File: config.mk
export PLATFORM = sky130hd
export DESIGN_NAME = chunked_adder_sequencer
export DESIGN_NICKNAME = d
export VERILOG_FILES = /design/src/rtl/chunked_adder_sequencer.sv
export SDC_FILE = /design/constraint.sdc
export NUM_CORES = 1
export LEC_CHECK = 0
export CORE_ASPECT_RATIO = 1.25
export CORE_MARGIN = 1.5
export CORE_UTILIZATION = 55
export DETAILED_ROUTE_END_ITERATION = 8
export GPL_TIMING_DRIVEN = 0
export PLACE_DENSITY = 0.78
export SLEW_MARGIN = 20
export SYNTH_ARGS = -nofsm -noshare
export SYNTH_HDL_FRONTEND = slang
export SYNTH_SLANG_ARGS = --single-unit
File: constraint.sdc
create_clock -name clk -period 9.6 [get_ports clk]
set_input_delay 1.44 -clock clk [delete_from_list [all_inputs] [get_ports clk]]
set_output_delay 1.44 -clock clk [all_outputs]
set_load 0.03 [all_outputs]
File: src/rtl/chunked_adder_sequencer.sv
// chunked_adder_sequencer
//   Performs a W = N*K bit addition as K consecutive N-bit chunk additions,
//   least-significant chunk first. The carry passes from one chunk to the
//   next, so the full-width carry is preserved. One operation is in flight
//   at a time.
//
// Handshake: a transfer happens on a rising clk edge where valid and ready
//   are both high. in_ready is high only in IDLE and out_valid is high only
//   in DONE. While out_valid is high, sum/cout/overflow stay stable until
//   out_ready is seen.
//
// Ports:
//   clk        rising-edge clock
//   reset_n    asynchronous active-low reset
//   in_valid   operand pair a/b is valid
//   in_ready   block can accept an operand pair
//   a, b       W-bit addends (two's complement or unsigned)
//   out_valid  sum/cout/overflow are valid
//   out_ready  downstream accepts the result
//   sum        (a + b) mod 2^W
//   cout       unsigned carry out of bit W-1
//   overflow   signed overflow of the W-bit add
module chunked_adder_sequencer #(
    parameter int N = 8,
    parameter int K = 4
) (
    input  logic           clk,
    input  logic           reset_n,
    input  logic           in_valid,
    output logic           in_ready,
    input  logic [N*K-1:0] a,
    input  logic [N*K-1:0] b,
    output logic           out_valid,
    input  logic           out_ready,
    output logic [N*K-1:0] sum,
    output logic           cout,
    output logic           overflow
);

    localparam int W  = N * K;
    localparam int IW = (K > 1) ? $clog2(K) : 1;

    typedef enum logic [1:0] {
        IDLE = 2'd0,
        RUN  = 2'd1,
        DONE = 2'd2
    } state_t;

    state_t          state;
    state_t          state_next;

    logic [W-1:0]    a_q;
    logic [W-1:0]    b_q;
    logic [W-1:0]    work;
    logic [W-1:0]    work_next;
    logic [IW-1:0]   idx;
    logic            carry;
    logic [N-1:0]    a_chunk;
    logic [N-1:0]    b_chunk;
    logic [N:0]      chunk_sum;
    logic            last_chunk;
    int              base;

    // Chunk datapath: one (N+1)-bit add per cycle on the chunk selected by idx.
    always_comb begin
        base       = int'(idx) * N;
        a_chunk    = a_q[base +: N];
        b_chunk    = b_q[base +: N];
        chunk_sum  = {1'b0, a_chunk} + {1'b0, b_chunk} + {{N{1'b0}}, carry};
        last_chunk = (idx == IW'(K - 1));
        // The final result must include the chunk produced in this cycle.
        work_next  = work;
        work_next[base +: N] = chunk_sum[N-1:0];
    end

    // FSM state register.
    always_ff @(posedge clk or negedge reset_n) begin
        if (!reset_n) begin
            state <= IDLE;
        end else begin
            state <= state_next;
        end
    end

    // FSM next state and handshake outputs.
    always_comb begin
        state_next = state;
        in_ready   = 1'b0;
        out_valid  = 1'b0;
        case (state)
            IDLE: begin
                in_ready = 1'b1;
                if (in_valid) state_next = RUN;
            end
            RUN: begin
                if (last_chunk) state_next = DONE;
            end
            DONE: begin
                out_valid = 1'b1;
                if (out_ready) state_next = IDLE;
            end
            default: state_next = IDLE;
        endcase
    end

    // Operand capture, chunk sequencing and result registers.
    always_ff @(posedge clk or negedge reset_n) begin
        if (!reset_n) begin
            a_q      <= '0;
            b_q      <= '0;
            work     <= '0;
            idx      <= '0;
            carry    <= 1'b0;
            sum      <= '0;
            cout     <= 1'b0;
            overflow <= 1'b0;
        end else begin
            case (state)
                IDLE: begin
                    if (in_valid) begin
                        a_q   <= a;
                        b_q   <= b;
                        work  <= '0;
                        idx   <= '0;
                        carry <= 1'b0;
                    end
                end
                RUN: begin
                    work  <= work_next;
                    carry <= chunk_sum[N];
                    if (last_chunk) begin
                        // idx returns to 0 so it never passes K-1.
                        idx      <= '0;
                        sum      <= work_next;
                        cout     <= chunk_sum[N];
                        overflow <= (a_q[W-1] & b_q[W-1] & ~chunk_sum[N-1]) |
                                    (~a_q[W-1] & ~b_q[W-1] & chunk_sum[N-1]);
                    end else begin
                        idx <= idx + IW'(1);
                    end
                end
                default: ;
            endcase
        end
    end

endmodule

==> results.json, run 1 <==
{
  "cts_buffers": 17,
  "post-cts-setup-buffers": 0,
  "drt_iter0_drc": 304,
  "clkSlewWorstSetupHoldPaths_ns": 0.06,
  "critPathCaptureType": "flop",
  "remaining_drc_errors": 0,
  "synth_top_flop_cell": "dfrtp_1",
  "synth_edf_count": 0,
  "htree_levels": 4,
  "clockBufferDepth": 2,
  "areaGrowthSynthToFinish_pct": 30.64,
  "fin_tns_setup_ns": 0,
  "max_slew_margin_pct": 34.69,
  "dp_slack_ns": 5.803,
  "io_pins": 104,
  "fin_crit_ns": 3.908,
  "place_hpwl_mm": 10.85,
  "wl_mm": 15.63,
  "layout_worst_path_cycle_share_pct": 40.71,
  "arrival_ns": 4.25,
  "start_util_pct": 57.11,
  "rsz0062_at_grt": "false",
  "drv_slew": 0,
  "synth_cell_types": 43,
  "synthCells": 595,
  "yosysMostFrequentCell": "nand2_1",
  "via_per_inst": 5.811,
  "tightestPinTransition_ns": 0.9727,
  "port-buffer-count": 103,
  "cts_hold_buf": 0,
  "cts.sinks": 135,
  "core_area_um2": 10720,
  "critPathKind": "flop to flop",
  "yosysSeqAreaShare_pct": 55.18,
  "ant_nets": 0,
  "clk_latency_ns": 0.42,
  "routedWlPerCell_um": 18.11,
  "synth_top_cell_area_share_pct": 55.18,
  "cts_tree": "built",
  "hold_class": "flop to flop",
  "synth_warnings": 0,
  "power_mw": 3.464,
  "ctsResizeCount": 0,
  "fin_skew_ns": 0.007109,
  "ys_async_sr_fraction_pct": 100.0,
  "die_w_um": 97.37,
  "grt_max_degree": 82,
  "antenna_found_initial": 0,
  "critPathLaunchType": "flop",
  "drive_gt1_share_pct": 10.12,
  "synthTopCellsByCount": "210 x nand2_1, 135 x dfrtp_1, 53 x nor2_1",
  "critPathRequiredTime_ns": 9.94,
  "synth_area_leader_cell": "dfrtp_1",
  "via_count": 5015,
  "cap_viol_max_count": 0,
  "dieArea_um2": 11780,
  "root_buffer": "clkbuf_16",
  "cp_max_fo": 10,
  "die_h_um": 121.0,
  "synth_area_um2": 6122,
  "diodes": 0,
  "synth_area_leaders": "dfrtp_1 55%, nand2_1 13%, mux4_2 5.9%",
  "status": "finished clean",
  "holdWs_ns": 0.4706,
  "grtUsageTotal_pct": 28.31,
  "first_global_vias": 5109,
  "power_density_nw_per_um2": 433.2,
  "peakVddDrop_uv": 261.2,
  "postPlaceCellArea_um2": 7351,
  "nNetsFinal": 801,
  "setup_violations": 0,
  "final_area_um2": 7998,
  "fmax_mhz": 255.9,
  "synth-seq-cells": 135,
  "worst_slack_ns": 5.692,
  "grt_pass1_wl_mm": 25.65,
  "hold_viol": 0,
  "synth_fp_nets": 678,
  "syn_area_per_cell_um2": 10.29,
  "grt_overflow": 0,
  "leakage_nw": 3.800,
  "gp_congestion": 0.8273,
  "std_cell_rows": 42,
  "first_pass_iters": 5
}
[path summary, 6_finish.rpt]
kind	startpoint	to	slack [ns]	cells after the start
min reg2reg	b_q[20]$_DFFE_PN0P_	b_q[20]$_DFFE_PN0P_	0.47	2
max	idx[1]$_DFFE_PN0P_	sum[7]$_DFFE_PN0P_	5.69	9
max reg2reg	idx[1]$_DFFE_PN0P_	sum[7]$_DFFE_PN0P_	5.69	9
min in group asynchronous	reset_n	sum[29]$_DFFE_PN0P_	0.92	1
min	b_q[20]$_DFFE_PN0P_	b_q[20]$_DFFE_PN0P_	0.47	2
max in group asynchronous	reset_n	b_q[19]$_DFFE_PN0P_	7.94	2
[cells in the final DEF, fill, tap and decap left out, drive strengths merged, types with 9 or more instances in the layout]
master | netlist | layout
mux4 | 16 | 16
clkbuf | 18 | 38
dfrtp | 135 | 135
o21ai | 11 | 11
nand2 | 210 | 210
a22o | 32 | 32
a21oi | 9 | 9
buf | 15 | 17
a221oi | 24 | 24
clkdlybuf4s50 | 0 | 102
nor2 | 53 | 53
ha | 13 | 13
[final cells by class]
type                            instances  area (um2)
Clock inverter                         12       200.2
Sequential cell                       135        3378
Timing Repair Buffer                  104        1064
Inverter                                7       26.28
Multi-Input combinational cell        420        2569
Fill cell                             772        2723
Clock buffer                           20       446.7
Tap cell                              132       165.2
Buffer                                 33       148.9
[registers in the layout, indices dropped and copies added (netlist names)]
register and count:
a_q 32, b_q 32, sum 32, work 32
idx 2, state 2, carry 1, cout 1
overflow 1
[through the flow]
step / util [%] / instances
final: 74.60 / 863
after global routing: 74.60 / 863
after CTS: 74.60 / 863
after detailed placement: 68.57 / 831
after global placement: 68.27 / 830
after floorplan: - / 595
[metal layers]
layer	routed length [um]	part of all wire (%)	GRT usage (%)	vias up
li1	-	-	-	2302
met1	6024	39	32.69	2465
met2	8145	52	49.96	201
met3	876	5.6	6.048	47
met4	586	3.7	13.93	0
met5	0	0	0	-
[worst max-delay path, stage by stage, from the launching register on]
cell	delay (ns)
dfrtp_1	0.40
clkbuf_1	0.45
buf_1	0.63
mux4_2	0.46
ha_1	0.38
o211ai_1	0.14
o21ai_2	0.19
mux2i_1	0.67
a32oi_1	0.28
o21ai_0	0.21
[power breakdown]
part / total (mW) / leakage (nW) / internal (mW) / switching (mW)
registers: 0.967 / 1.72 / 0.820 / 0.146
logic: 1.79 / 1.77 / 0.635 / 1.15
clock network: 0.712 / 0.306 / 0.467 / 0.245
[logic make-up (layout without fill, tap and decap cells)]
group / count (synthesis) / count (layout) / synth area share (%)
compound gates: 97 / 97 / 12.53
fa+ha+maj: 15 / 15 / 3.311
flops: 135 / 135 / 55.18
mux: 17 / 17 / 6.050
simple gates: 286 / 286 / 19.35
buf+inv: 40 / 176 / 2.861
xor+xnor: 5 / 5 / 0.7154
Note: power is estimated with default switching activity, not from simulation.
==> run 2, diff against run 1 <==
Settings changed: CORE_UTILIZATION 55 to 53, PLACE_DENSITY 0.78 to 0.76.
Clock period 9.6 ns to 3.9 ns, I/O delays scaled along.
==> run 2 against run 1 <==
Register-to-register slack worse by 5.5 ns; clock power is 140% higher; flip-flop and latch count did not move; die area up 3.7%; maximum frequency up 5.8%; highest routed layer unchanged; combinational power is 140% higher; clock skew shrank 0.00080 ns; core utilization down 3.4 points.
==> results.json, run 2 (synthesis results as in run 1) <==
{
  "cap_viol_max_count": 0,
  "areaGrowthSynthToFinish_pct": 30.21,
  "die_w_um": 99.13,
  "swShare_pct": 44.32,
  "clock_power_share_pct": 20.0,
  "ant_nets": 0,
  "pwr-share-seq_pct": 28.2,
  "clkSlewWorstSetupHoldPaths_ns": 0.06,
  "grt_max_degree": 76,
  "routedWlPerCell_um": 17.66,
  "cts_buffers": 17,
  "reg2reg_depth": 9,
  "via_count": 4976,
  "fin_crit_ns": 3.693,
  "mostFrequentLayoutCells": "210 x nand2_1, 135 x dfrtp_1, 102 x clkdlybuf4s50_1",
  "first_pass_iters": 5,
  "grt_overflow": 0,
  "grt_pass1_wl_mm": 24.98,
  "rr_startpoint": "idx[0]$_DFFE_PN0P_",
  "fin_tns_setup_ns": 0,
  "grtUsageTotal_pct": 26.99,
  "p_comb_share_pct": 51.8,
  "place_inst": 834,
  "port-buffer-count": 103,
  "critPathKind": "flop to flop",
  "cp_max_fo": 10,
  "start_util_pct": 54.71,
  "reg2reg_slack_ns": 0.21,
  "post-cts-setup-buffers": 0,
  "cts.sinks": 135,
  "place_hpwl_mm": 10.70,
  "postPlaceCellArea_um2": 7355,
  "critPathLaunchType": "flop",
  "hold_class": "input port to asynchronous set/reset pin",
  "tightestPinTransition_ns": 0.9869,
  "rsz0062_at_grt": "false",
  "layout.cells.non_filler": 866,
  "utilization_pct": 71.23,
  "io_pins": 104,
  "drive_gt1_share_pct": 9.986,
  "leakage_nw": 3.798,
  "antenna_found_initial": 0,
  "peakVddDrop_uv": 519.5,
  "critPathCaptureType": "flop",
  "htree_levels": 4,
  "std_cell_rows": 43,
  "fin_skew_ns": 0.006304,
  "reg2reg_to": "sum[22]$_DFFE_PN0P_",
  "clk_latency_ns": 0.42,
  "first_global_vias": 5037,
  "die_h_um": 123.2,
  "max_slew_margin_pct": 33.74,
  "diodes": 0,
  "cts_tree": "built",
  "dp_slack_ns": 0.1521,
  "dieArea_um2": 12210,
  "worst_slack_ns": 0.2070,
  "fillers": 872,
  "nNetsFinal": 801,
  "drv_slew": 0,
  "hold_viol": 0,
  "root_buffer": "clkbuf_16",
  "via_per_inst": 5.746,
  "critPathRequiredTime_ns": 4.26,
  "setup_violations": 0,
  "fmax_mhz": 270.8,
  "gp_congestion": 0.8218,
  "wl_mm": 15.29,
  "clockBufferDepth": 2,
  "arrival_ns": 4.05,
  "holdWs_ns": 0.08368,
  "p_int_mw": 4.679,
  "power_mw": 8.404,
  "status": "finished clean",
  "remaining_drc_errors": 0,
  "final_common_cell": "nand2_1",
  "final_area_um2": 7971,
  "core_area_um2": 11190,
  "layout_worst_path_cycle_share_pct": 94.69,
  "netSwitchingPower_mw": 3.725,
  "drt_iter0_drc": 277,
  "power_density_nw_per_um2": 1054
}
[run 2: cell count changes in the layout (fill, tap and decap cells not counted), sizes merged]
cell and delta:
buf -1, bufinv -1, clkbuf +4, clkinvlp -2
[run 2: worst max path at each step]
stage                             from                  end  slack (ns)  cells after the start
floorplan           idx[0]$_DFFE_PN0P_  sum[30]$_DFFE_PN0P_        0.64                      9
global placement               reset_n  b_q[12]$_DFFE_PN0P_       -2.79                      1
detailed placement  idx[1]$_DFFE_PN0P_  sum[31]$_DFFE_PN0P_        0.15                      9
CTS                 idx[1]$_DFFE_PN0P_  sum[31]$_DFFE_PN0P_        0.08                      9
global route        idx[0]$_DFFE_PN0P_  sum[28]$_DFFE_PN0P_        0.07                      9
finish              idx[0]$_DFFE_PN0P_  sum[22]$_DFFE_PN0P_        0.21                      9
[run 2: critical path, stage by stage (launching register included)]
cell and delay (ns):
dfrtp_1 0.53, buf_4 0.31, mux4_2 0.58, fa_1 0.48
fa_1 0.42, a21o_1 0.22, a211o_1 0.28, a21oi_2 0.16
xnor2_1 0.37, a31o_2 0.27
[run 2: repair_timing]
item,CTS,global route
endpoints found under the setup margin,0,11
endpoints found under the hold margin,0,0
resized for setup,0,1
hold buffers,0,0
[run 2: power by group through the flow]
stage | logic [mW] | registers (mW) | clock network (mW)
floorplan | 2.57 | 2.63 | 0
CTS | 4.34 | 2.37 | 1.69
global placement | 4.18 | 2.35 | 0
detailed placement | 4.28 | 2.39 | 0
global route | 4.72 | 2.44 | 1.76
finish | 4.36 | 2.37 | 1.68
[run 2: layout make-up]
| type | count | area [um2] | area share [%] |
|---|---|---|---|
| plain buffers | 33 | 150.1 | 1.884 |
| clock buffers | 23 | 467.9 | 5.870 |
| clock inverters | 9 | 147.6 | 1.852 |
| inverters | 7 | 26.28 | 0.3296 |
| multi-input cells | 420 | 2569 | 32.22 |
| flip-flops and latches | 135 | 3378 | 42.38 |
| well taps | 135 | 168.9 | 2.119 |
| repair buffers | 104 | 1064 | 13.34 |
[run 2: per-layer routing]
metal  GRT usage [%]  wire length (um)
met1           33.10              6111
met2           47.07              7935
met3           5.031               872
met4           11.71               371
met5               0                 0
